===== src/rtl/uart_tx_8n1.sv =====
// 8N1 UART transmitter: bytes enter a small FIFO through a valid/ready handshake
// and are shifted out LSB-first at CLKS_PER_BIT clocks per bit.
module uart_tx_8n1 #(
    parameter int CLKS_PER_BIT = 16,
    parameter int FIFO_DEPTH   = 4
) (
    input  logic                          clk,
    input  logic                          rst,
    input  logic [7:0]                    in_data,
    input  logic                          in_valid,
    output logic                          in_ready,
    output logic                          tx,
    output logic                          busy,
    output logic [$clog2(FIFO_DEPTH):0]   fifo_count
);

    localparam int AW = $clog2(FIFO_DEPTH);
    localparam int CW = AW + 1;
    localparam int BW = (CLKS_PER_BIT > 1) ? $clog2(CLKS_PER_BIT) : 1;

    localparam logic [1:0] S_IDLE  = 2'd0;
    localparam logic [1:0] S_START = 2'd1;
    localparam logic [1:0] S_DATA  = 2'd2;
    localparam logic [1:0] S_STOP  = 2'd3;

    if (CLKS_PER_BIT < 2) begin : g_bad_cpb
        $error("uart_tx_8n1: CLKS_PER_BIT must be >= 2");
    end
    if ((FIFO_DEPTH < 2) || ((FIFO_DEPTH & (FIFO_DEPTH - 1)) != 0)) begin : g_bad_depth
        $error("uart_tx_8n1: FIFO_DEPTH must be a power of two >= 2");
    end

    logic [1:0]    state_q, state_d;
    logic [BW-1:0] baud_q, baud_d;
    logic [2:0]    bit_q, bit_d;
    logic [7:0]    shift_q, shift_d;
    logic          tx_q, tx_d;
    logic [AW-1:0] wr_ptr_q, rd_ptr_q;
    logic [CW-1:0] count_q, count_d;
    logic [7:0]    mem_q [FIFO_DEPTH];

    logic push, pop, fifo_empty, baud_last;

    // Valid/ready: a byte moves on a rising edge where in_valid && in_ready.
    // in_ready depends only on the registered count, so a full FIFO stays
    // closed even on the cycle the transmitter pops.
    assign in_ready   = (count_q != CW'(FIFO_DEPTH));
    assign push       = in_valid && in_ready;
    assign fifo_empty = (count_q == '0);
    assign baud_last  = (baud_q == BW'(CLKS_PER_BIT - 1));

    always_comb begin
        state_d = state_q;
        baud_d  = baud_q;
        bit_d   = bit_q;
        shift_d = shift_q;
        pop     = 1'b0;
        case (state_q)
            S_IDLE: begin
                if (!fifo_empty) begin
                    pop     = 1'b1;
                    shift_d = mem_q[rd_ptr_q];
                    baud_d  = '0;
                    state_d = S_START;
                end
            end
            S_START: begin
                if (baud_last) begin
                    baud_d  = '0;
                    bit_d   = 3'd0;
                    state_d = S_DATA;
                end else begin
                    baud_d = baud_q + 1'b1;
                end
            end
            S_DATA: begin
                if (baud_last) begin
                    baud_d  = '0;
                    shift_d = {1'b0, shift_q[7:1]};
                    if (bit_q == 3'd7) begin
                        state_d = S_STOP;
                    end else begin
                        bit_d = bit_q + 1'b1;
                    end
                end else begin
                    baud_d = baud_q + 1'b1;
                end
            end
            S_STOP: begin
                if (baud_last) begin
                    baud_d = '0;
                    // Chain straight into the next start bit when a byte is waiting.
                    if (!fifo_empty) begin
                        pop     = 1'b1;
                        shift_d = mem_q[rd_ptr_q];
                        state_d = S_START;
                    end else begin
                        state_d = S_IDLE;
                    end
                end else begin
                    baud_d = baud_q + 1'b1;
                end
            end
            default: state_d = S_IDLE;
        endcase
    end

    // The line level is registered from the next state so tx changes on the
    // same edge as the state it belongs to.
    always_comb begin
        tx_d = 1'b1;
        case (state_d)
            S_START: tx_d = 1'b0;
            S_DATA:  tx_d = shift_d[0];
            default: tx_d = 1'b1;
        endcase
    end

    always_comb begin
        count_d = count_q;
        case ({push, pop})
            2'b10:   count_d = count_q + 1'b1;
            2'b01:   count_d = count_q - 1'b1;
            default: count_d = count_q;
        endcase
    end

    always_ff @(posedge clk or posedge rst) begin
        if (rst) begin
            state_q  <= S_IDLE;
            baud_q   <= '0;
            bit_q    <= 3'd0;
            shift_q  <= 8'd0;
            tx_q     <= 1'b1;
            wr_ptr_q <= '0;
            rd_ptr_q <= '0;
            count_q  <= '0;
        end else begin
            state_q <= state_d;
            baud_q  <= baud_d;
            bit_q   <= bit_d;
            shift_q <= shift_d;
            tx_q    <= tx_d;
            count_q <= count_d;
            if (push) begin
                wr_ptr_q <= wr_ptr_q + 1'b1;
            end
            if (pop) begin
                rd_ptr_q <= rd_ptr_q + 1'b1;
            end
        end
    end

    always_ff @(posedge clk) begin
        if (push) begin
            mem_q[wr_ptr_q] <= in_data;
        end
    end

    assign tx         = tx_q;
    assign busy       = (state_q != S_IDLE) || (count_q != '0);
    assign fifo_count = count_q;

endmodule


===== config.mk =====
export PLATFORM = sky130hd
export DESIGN_NAME = uart_tx_8n1
export DESIGN_NICKNAME = d
export VERILOG_FILES = /design/src/rtl/uart_tx_8n1.sv
export SDC_FILE = /design/constraint.sdc
export NUM_CORES = 1
export LEC_CHECK = 0
export BUFFER_PORTS_ARGS = -buffer_cell sky130_fd_sc_hd__buf_2
export CELL_PAD_IN_SITES_DETAIL_PLACEMENT = 1
export CELL_PAD_IN_SITES_GLOBAL_PLACEMENT = 2
export CORE_UTILIZATION = 46
export CTS_CLUSTER_SIZE = 40
export DETAILED_ROUTE_END_ITERATION = 12
export PLACE_DENSITY_LB_ADDON = 0.1
export REMOVE_ABC_BUFFERS = 1
export SLEW_MARGIN = 10
export SYNTH_ARGS = -nofsm -noshare
export SYNTH_HDL_FRONTEND = slang
export SYNTH_SLANG_ARGS = --single-unit
export TNS_END_PERCENT = 20

===== constraint.sdc =====
create_clock -name clk -period 3.7 [get_ports clk]
set_input_delay 1.11 -clock clk [delete_from_list [all_inputs] [get_ports clk]]
set_output_delay 1.11 -clock clk [all_outputs]
set_load 0.02 [all_outputs]

==> results of run 1 <==
-- cells by family after synthesis --
group,after synthesis,synth area share (%)
mux,17,11.0
simple gates,42,7.91
compound gates,39,10.5
fa+ha+maj,14,6.71
flops,57,58.3
buf+inv,22,3.54
xor+xnor,6,1.93
-- report_power, final --
group          internal [uW]  total [uW]  switching [uW]
Combinational            117         304             187
Clock                    386         659             274
Sequential               778         824            45.8
-- registers in the layout (all words and copies together) (netlist names) --
name,count
mem_q,32
shift_q,8
baud_q,4
bit_q,3
fifo_count,3
rd_ptr_q,2
state_q,2
wr_ptr_q,2
tx,1
-- worst max-delay path, stage by stage, from the launching register on --
cell	delay [ns]
dfrtp_1	0.45
ha_1	0.30
a41oi_2	0.29
nor3_1	0.54
ha_1	0.28
inv_1	0.06
fa_1	0.38
xor2_1	0.15
nor2_1	0.12
xor2_1	0.16
-- metrics by stage --
stage                     util, %  total power, uW  area, sq um
final                        54.8             1790         3070
after global placement       50.8             1120         2850
after floorplan                 -             1030         2670
after detailed placement     50.8             1140         2850
after global routing         54.8             1870         3070
after CTS                    54.8             1810         3070
-- worst paths after layout --
path / startpoint / to / depth (start not counted)
max: state_q[1] / fifo_count[2] / 9
max reg2reg: state_q[1] / fifo_count[2] / 9
min reg2reg: shift_q[7] / shift_q[7] / 2
max in group asynchronous: rst / state_q[0] / 2
min in group asynchronous: rst / fifo_count[0] / 2
min: shift_q[7] / shift_q[7] / 2
-- Yosys cell counts --
library cell / instances / area (sq um)
o21ai_0: 13 / 65.1
clkbuf_2: 1 / 5.00
nor2_1: 6 / 22.5
mux2i_1: 9 / 90.1
or4b_1: 1 / 10.0
nor3_1: 4 / 20.0
buf_6: 1 / 11.3
dfrtp_1: 24 / 601
a22o_1: 12 / 105
and3_1: 7 / 43.8
o21ai_2: 1 / 8.76
buf_2: 4 / 20.0
clkbuf_1: 4 / 15.0
xnor2_1: 3 / 26.3
and4_1: 1 / 8.76
a2111oi_0: 1 / 8.76
xor2_1: 3 / 26.3
a21oi_2: 1 / 8.76
fa_1: 1 / 20.0
a21oi_1: 2 / 10.0
a21o_1: 2 / 15.0
dfstp_2: 1 / 26.3
nand4b_1: 1 / 8.76
nor4_1: 1 / 6.26
o41ai_1: 2 / 17.5
or3_1: 2 / 12.5
a41oi_2: 1 / 16.3
o211ai_1: 3 / 22.5
inv_1: 12 / 45.0
edfxtp_1: 32 / 961
mux4_1: 8 / 210
nand3_1: 3 / 15.0
o22a_1: 1 / 8.76
and2_1: 2 / 12.5
nand4_1: 1 / 6.26
ha_1: 13 / 163
nand2_1: 13 / 48.8
-- cell usage in the layout, fill, tap and decap left out, types with 7 or more instances in the layout --
cell type   n
mux4_1      8
buf_2      16
edfxtp_1   32
ha_1       13
mux2i_1     9
and3_1      7
clkbuf_8    9
dfrtp_1    24
inv_1      12
a22o_1     12
o21ai_0    13
nand2_1    13
-- metal layers --
layer | routed length, um | track usage, % | up-vias
li1 | - | - | 782
met1 | 2350 | 24.0 | 826
met2 | 2770 | 35.1 | 23
met3 | 151 | 5.17 | 5
met4 | 41 | 7.64 | 0
met5 | 0 | 0 | -
-- final cells by class --
type / instances / area (sq um)
Clock buffer: 9 / 124
Clock inverter: 7 / 103
Fill cell: 575 / 2530
Inverter: 12 / 45.0
Multi-Input combinational cell: 118 / 1040
Sequential cell: 57 / 1590
Tap cell: 72 / 90.1
Timing Repair Buffer: 17 / 87.6
==> impl_metrics.tcl, run 1 <==
set metrics [dict create \
    h-tree-depth 3 \
    core_area_sq_mm 0.00561 \
    period_minus_slack_ns 2.82 \
    peakVddDrop_v 0.000338 \
    clock_sinks 57 \
    clockBufferDepth 2 \
    finalHoldViolations 0 \
    grt_pass1_wl_um 9150 \
    instances_no_fill 292 \
    dr.pass1.iters 4 \
    place_inst 276 \
    holdWs_ns 0.541 \
    diodes 0 \
    seq_area_frac_synth_pct 58.3 \
    totalWireLength_um 5310 \
    relSlewSlack_pct 34.2 \
    synth_seq_cells 57 \
    die_area_sq_mm 0.00623 \
    grt_pass1_vias 1792 \
    cts_root_buffer "clkbuf_8" \
    status "finished, final reports clean" \
    p_leak_uw 0.00129 \
    start_kind "register" \
    grt_usage_pct 20.2 \
    synth_cell_type_count 37 \
    vias 1636 \
    dp_slack_ns 0.893 \
    tns_ns 0 \
    vias_per_cell 5.60 \
    dr.first_iter.drc_count 71 \
    cts_buffers 9 \
    antenna_found_initial 0 \
    worst_skew_pair.late_latency_ns 0.33 \
    clk_pin_slew_ns 0.07 \
    fmax_mhz 354 \
    worstSetupPathType "reg -> reg" \
    arrival_ns 3.08 \
    cts_hold_buf 0 \
    final_layout_size_suffix_gt1_share_pct 16.8 \
    setup_viol 0 \
    tightest_slew_ns 0.986 \
    rsz0062_at_grt "false" \
    io_buffers 16 \
    syn_inst 197 \
    postRouteAntennaNets 0 \
    place_congestion 0.744 \
    drv_cap 0 \
    power.density_mw_per_mm2 582 \
    netlist_area_sq_mm 0.00272 \
    die_y_um 78.9 \
    ff2ff_setup_slack_ns 0.88 \
    dp_hpwl_um 3760 \
    cp.required_ns 3.96 \
    grt.overflow.total 0 \
    fin_nets 240 \
    initial_core_util_pct 48.5 \
    remaining_drc_errors 0 \
    avgRoutedWirePerCell_um 18.2 \
    setup_slack_ns 0.878 \
    synthToLayoutAreaGrowth_pct 13.0 \
    worstHoldPathType "reg -> reg" \
    post_cts_resize_count 0 \
    critPathMaxFanout 10 \
    die_w_um 78.9 \
    grt_start_max_net_pins 26 \
    post-cts-setup-buffers 0 \
    num_rows 27 \
    cts_tree "yes" \
    min_period_over_period_pct 76.3 \
    end_kind "register" \
    slew_viol_final 0 \
    syn_area_per_cell_sq_um 13.8 \
    yosys_warnings 0 \
    boundaryPins 17 \
    fin_skew_ns 0.00629 \
]
Power figures use the tool's default switching activity.
==> run 2: changes to the inputs <==
- CORE_UTILIZATION: 46 -> 39
- clock period: 3.7 -> 2.5 ns (I/O delays scaled with it)
==> run 2 against run 1 <==
Net effect:
- count of clock-buffer cells in the layout did not move
- critical path depth did not move
- flip-flop and latch count did not move
- critical endpoint unchanged
- highest routed layer unchanged
==> impl_metrics.tcl, run 2 (synthesis results as in run 1) <==
set metrics [dict create \
    status "finished, final reports clean" \
    slowest_delay_ns 0.45 \
    multiInputGateArea_sq_mm 0.00104 \
    dr.first_iter.drc_count 70 \
    setup_slack_ns 0.133 \
    grt_start_max_net_pins 18 \
    cts_tree "yes" \
    die_w_um 85.5 \
    die_y_um 85.5 \
    h-tree-depth 3 \
    dp_slack_ns 0.0461 \
    period_minus_slack_ns 2.37 \
    arrival_ns 2.63 \
    instances_no_fill 305 \
    regArea_sq_mm 0.00159 \
    start_kind "register" \
    fin_nets 245 \
    diodes 0 \
    holdWs_ns 0.506 \
    cpMaxStageDelayCell "dfrtp_1" \
    power.total_uw 2670 \
    antenna_found_initial 0 \
    critPathBufInv 1 \
    cp.required_ns 2.76 \
    peakVddDrop_v 0.000506 \
    fin_skew_ns 0.0112 \
    clk_pin_slew_ns 0.08 \
    cts_hold_buf 0 \
    final_layout_size_suffix_gt1_share_pct 19.6 \
    initial_core_util_pct 40.3 \
    postRouteAntennaNets 0 \
    vias_per_cell 5.50 \
    critPathMaxFanout 6 \
    dr.pass1.iters 4 \
    place_inst 289 \
    path_cells "ha_1 > a41oi_2 > nor3_2 > ha_1 > inv_1 > fa_1 > xor2_1 > nor2_1 > xor2_1" \
    clockBufferDepth 2 \
    synthToLayoutAreaGrowth_pct 14.9 \
    core_area_sq_mm 0.00676 \
    min_period_over_period_pct 94.7 \
    worstHoldPathType "in -> async" \
    critPathTopFamily "adder cells" \
    largest_reg_flops 32 \
    place_congestion 0.814 \
    grt_pass1_wl_um 9370 \
    die_area_sq_mm 0.00732 \
    grt.overflow.total 0 \
    drv_cap 0 \
    power.density_mw_per_mm2 854 \
    p_leak_uw 0.00131 \
    finalHoldViolations 0 \
    relSlewSlack_pct 53.1 \
    layout_commonest_cell "edfxtp_1" \
    num_rows 30 \
    worstSetupPathType "reg -> reg" \
    layout_common_cells "32 x edfxtp_1, 24 x dfrtp_1, 16 x buf_2" \
    vias 1677 \
    grt_usage_pct 17.4 \
    totalWireLength_um 5580 \
    clock_sinks 57 \
    avgRoutedWirePerCell_um 18.3 \
    fmax_mhz 422 \
    cts_buffers 9 \
    dp_hpwl_um 4000 \
    cts_root_buffer "clkbuf_8" \
    grt_pass1_vias 1822 \
    top_register "mem_q" \
    tightest_slew_ns 0.703 \
    setup_viol 0 \
    boundaryPins 17 \
    nFillCells 695 \
    worst_skew_pair.late_latency_ns 0.34 \
    end_kind "register" \
    rsz0062_at_grt "true" \
    remaining_drc_errors 0 \
    io_buffers 16 \
    slew_viol_final 0 \
    reg_top3 "mem_q (32), shift_q (8), baud_q (4)" \
]
[run 2: area by class of cell]
type | count | share of cell area (%)
Timing Repair Buffer | 22 | 4.00
Clock buffer | 9 | 3.96
Tap cell | 80 | 3.20
Inverter | 12 | 1.44
Clock inverter | 7 | 3.28
Sequential cell | 57 | 50.8
Multi-Input combinational cell | 118 | 33.4
[run 2: what timing repair did]
action                                  in CTS  in global routing
gates resized for setup                      0                  2
endpoints found under the setup margin       0                  2
setup buffers                                0                  0
[run 2: final timing paths]
kind,end,cells after the start,startpoint,slack (ns)
worst max-delay path,fifo_count[2],9,state_q[1],0.13
worst min-delay path,bit_q[1],2,rst,0.51
worst max register to register,fifo_count[2],9,state_q[1],0.13
worst min register to register,baud_q[1],2,baud_q[1],0.52
max in group asynchronous,wr_ptr_q[0],3,rst,1.44
min in group clk,baud_q[1],2,baud_q[1],0.52
[run 2: routing by layer]
layer	global-route usage, %	vias to the layer above	routed length (um)
met5	0	-	0
met4	8.79	0	92
met3	4.14	7	122
met2	29.3	15	2870
met1	21.1	862	2500
li1	-	793	-
[run 2: stage by stage]
| step | TNS (ns) | utilization, % | instance area, sq um |
|---|---|---|---|
| after detailed placement | 0 | 42.9 | 2900 |
| after global routing | -0.0353 | 46.3 | 3130 |
| final | 0 | 46.3 | 3130 |
| after CTS | 0 | 46.2 | 3120 |
| after global placement | 0 | 42.9 | 2900 |
| after floorplan | 0 | - | 2670 |
[run 2: power by group]
group,switching (uW),internal [uW],leakage (uW)
clock network,421,569,0.000110
registers,64.2,1150,0.000599
logic,287,179,0.000603
total,771,1900,0.00131
==> run 3: changes to the inputs <==
==> constraint.sdc (replaced) <==
create_clock -name clk -period 2.5 [get_ports clk]
set_input_delay 0.25 -clock clk [delete_from_list [all_inputs] [get_ports clk]]
set_output_delay 0.25 -clock clk [all_outputs]
set_load 0.02 [all_outputs]
==> run 3 against run 2 <==
Net effect:
- clock power down 2.6%
- core utilization fell by 0.093 points
- global-route usage increased by 0.28 points
- combinational power about the same
- routed wire length grew 3.5%
- flip-flop and latch count did not move
- critical path type unchanged
- largest power group unchanged
==> impl_metrics.tcl, run 3 (synthesis results as in run 1) <==
set metrics [dict create \
    grt_usage_pct 17.7 \
    remaining_drc_errors 0 \
    cp.required_ns 2.76 \
    cts_hold_buf 0 \
    clockBufferDepth 2 \
    worstSetupPathType "reg -> reg" \
    final_area_sq_mm 0.00312 \
    vias 1697 \
    fin_skew_ns 0.00959 \
    period_minus_slack_ns 2.34 \
    fmax_mhz 428 \
    rsz0062_at_grt "false" \
    diodes 0 \
    tightest_slew_ns 1.04 \
    utilization_pct 46.2 \
    dp_hpwl_um 4000 \
    crit_path_start "state_q[0]" \
    path_cells "ha_2 > a41oi_2 > nor3_2 > ha_2 > inv_1 > fa_1 > xor2_1 > nor2_1 > xor2_1" \
    nFillCells 696 \
    dpl_cell_area_sq_mm 0.00289 \
    die_area_sq_mm 0.00732 \
    dr.pass1.iters 4 \
    relSlewSlack_pct 30.9 \
    fin_nets 244 \
    synthToLayoutAreaGrowth_pct 14.7 \
    reg2reg_depth 9 \
    layout_common_cells "32 x edfxtp_1, 23 x dfrtp_1, 16 x buf_2, 13 x nand2_1, 13 x o21ai_0" \
    finalHoldViolations 0 \
    ff2ff_setup_slack_ns 0.16 \
    slew_viol_final 0 \
    cp-endpoint "fifo_count[2]" \
    grt_pass1_wl_um 9580 \
    tns_ns 0 \
    final_layout_size_suffix_gt1_share_pct 21.0 \
    vias_per_cell 5.58 \
    p_leak_uw 0.00130 \
    power.density_mw_per_mm2 846 \
    reg_top3 "mem_q (32), shift_q (8), baud_q (4)" \
    r2r-end "fifo_count[2]" \
    dp_slack_ns 0.118 \
    cts_tree "yes" \
    clock_sinks 57 \
    initial_core_util_pct 40.3 \
    avgRoutedWirePerCell_um 19.0 \
    layout_commonest_cell "edfxtp_1" \
    core_area_sq_mm 0.00676 \
    setup_slack_ns 0.162 \
    cpMaxStageDelayCell "dfrtp_1" \
    die_w_um 85.5 \
    cts_buffers 9 \
    drv_cap 0 \
    worstHoldPathType "in -> reg" \
    grt_start_max_net_pins 26 \
    slowest_delay_ns 0.44 \
    die_y_um 85.5 \
    io_buffers 16 \
    top_register "mem_q" \
    status "finished, final reports clean" \
    end_kind "register" \
    peakVddDrop_v 0.000484 \
    postRouteAntennaNets 0 \
    totalWireLength_um 5770 \
    path_depth 9 \
    antenna_found_initial 0 \
    start_kind "register" \
    largest_reg_flops 32 \
    boundaryPins 17 \
    clk_pin_slew_ns 0.08 \
    cts_root_buffer "clkbuf_8" \
    critPathTopFamily "adder cells" \
    h-tree-depth 3 \
    place_congestion 0.848 \
    grt_pass1_vias 1869 \
    critPathMaxFanout 5 \
    critPathBufInv 1 \
    grt.overflow.total 0 \
    arrival_ns 2.60 \
    setup_viol 0 \
    worst_skew_pair.late_latency_ns 0.34 \
    min_period_over_period_pct 93.5 \
    dr.first_iter.drc_count 66 \
    r2r_start "state_q[0]" \
    num_rows 30 \
]
## run 3: repair_timing
item | 4_1_cts | 5_1_grt
resized for setup | 0 | 7
setup endpoints to repair | 0 | 1
buffers inserted | 0 | 0
## run 3: metal layers
metal	global-route usage [%]	vias up	wire length, um
met5	0	-	0
met4	8.18	0	124
met3	4.04	12	127
met2	30.6	25	3000
met1	21.1	872	2520
li1	-	788	-
## run 3: report_power, final
group	switching [uW]	total [uW]	internal (uW)
combinational	286	462	177
clock	404	964	561
sequential	63.7	1220	1150
## run 3: worst min path at each step
stage / startpoint / cells after the start / endpoint
after floorplan: rst / 1 / baud_q[0]
after detailed placement: in_data[7] / 1 / mem_q[2][7]
after global placement: in_data[1] / 1 / mem_q[3][1]
after global routing: in_data[7] / 1 / mem_q[3][7]
after CTS: in_data[2] / 1 / mem_q[0][2]
final: in_data[2] / 1 / mem_q[0][2]
## run 3: worst reg2reg max path: stages (launching register included)
cell and delay [ns]:
dfrtp_1 0.44, ha_2 0.26, a41oi_2 0.15, nor3_2 0.28, ha_2 0.24, inv_1 0.06
fa_1 0.39, xor2_1 0.16, nor2_1 0.11, xor2_1 0.17
## run 3: area by class of cell
cell class / instances / area, sq um / area share, %
Clock buffer: 9 / 124 / 3.97
Timing Repair Buffer: 21 / 118 / 3.77
Tap cell: 80 / 100 / 3.21
Multi-Input combinational cell: 118 / 1050 / 33.7
Inverter: 12 / 45.0 / 1.44
Clock inverter: 7 / 93.8 / 3.01
Sequential cell: 57 / 1590 / 50.9
## run 3: per-stage QoR
step                      instances  total power (uW)  hold WS [ns]
final                           304              2640         0.121
after detailed placement        288              1710         0.466
after CTS                       304              2670         0.108
after floorplan                 187              1530         0.277
after global routing            304              2760         0.114
after global placement          288              1660         0.458
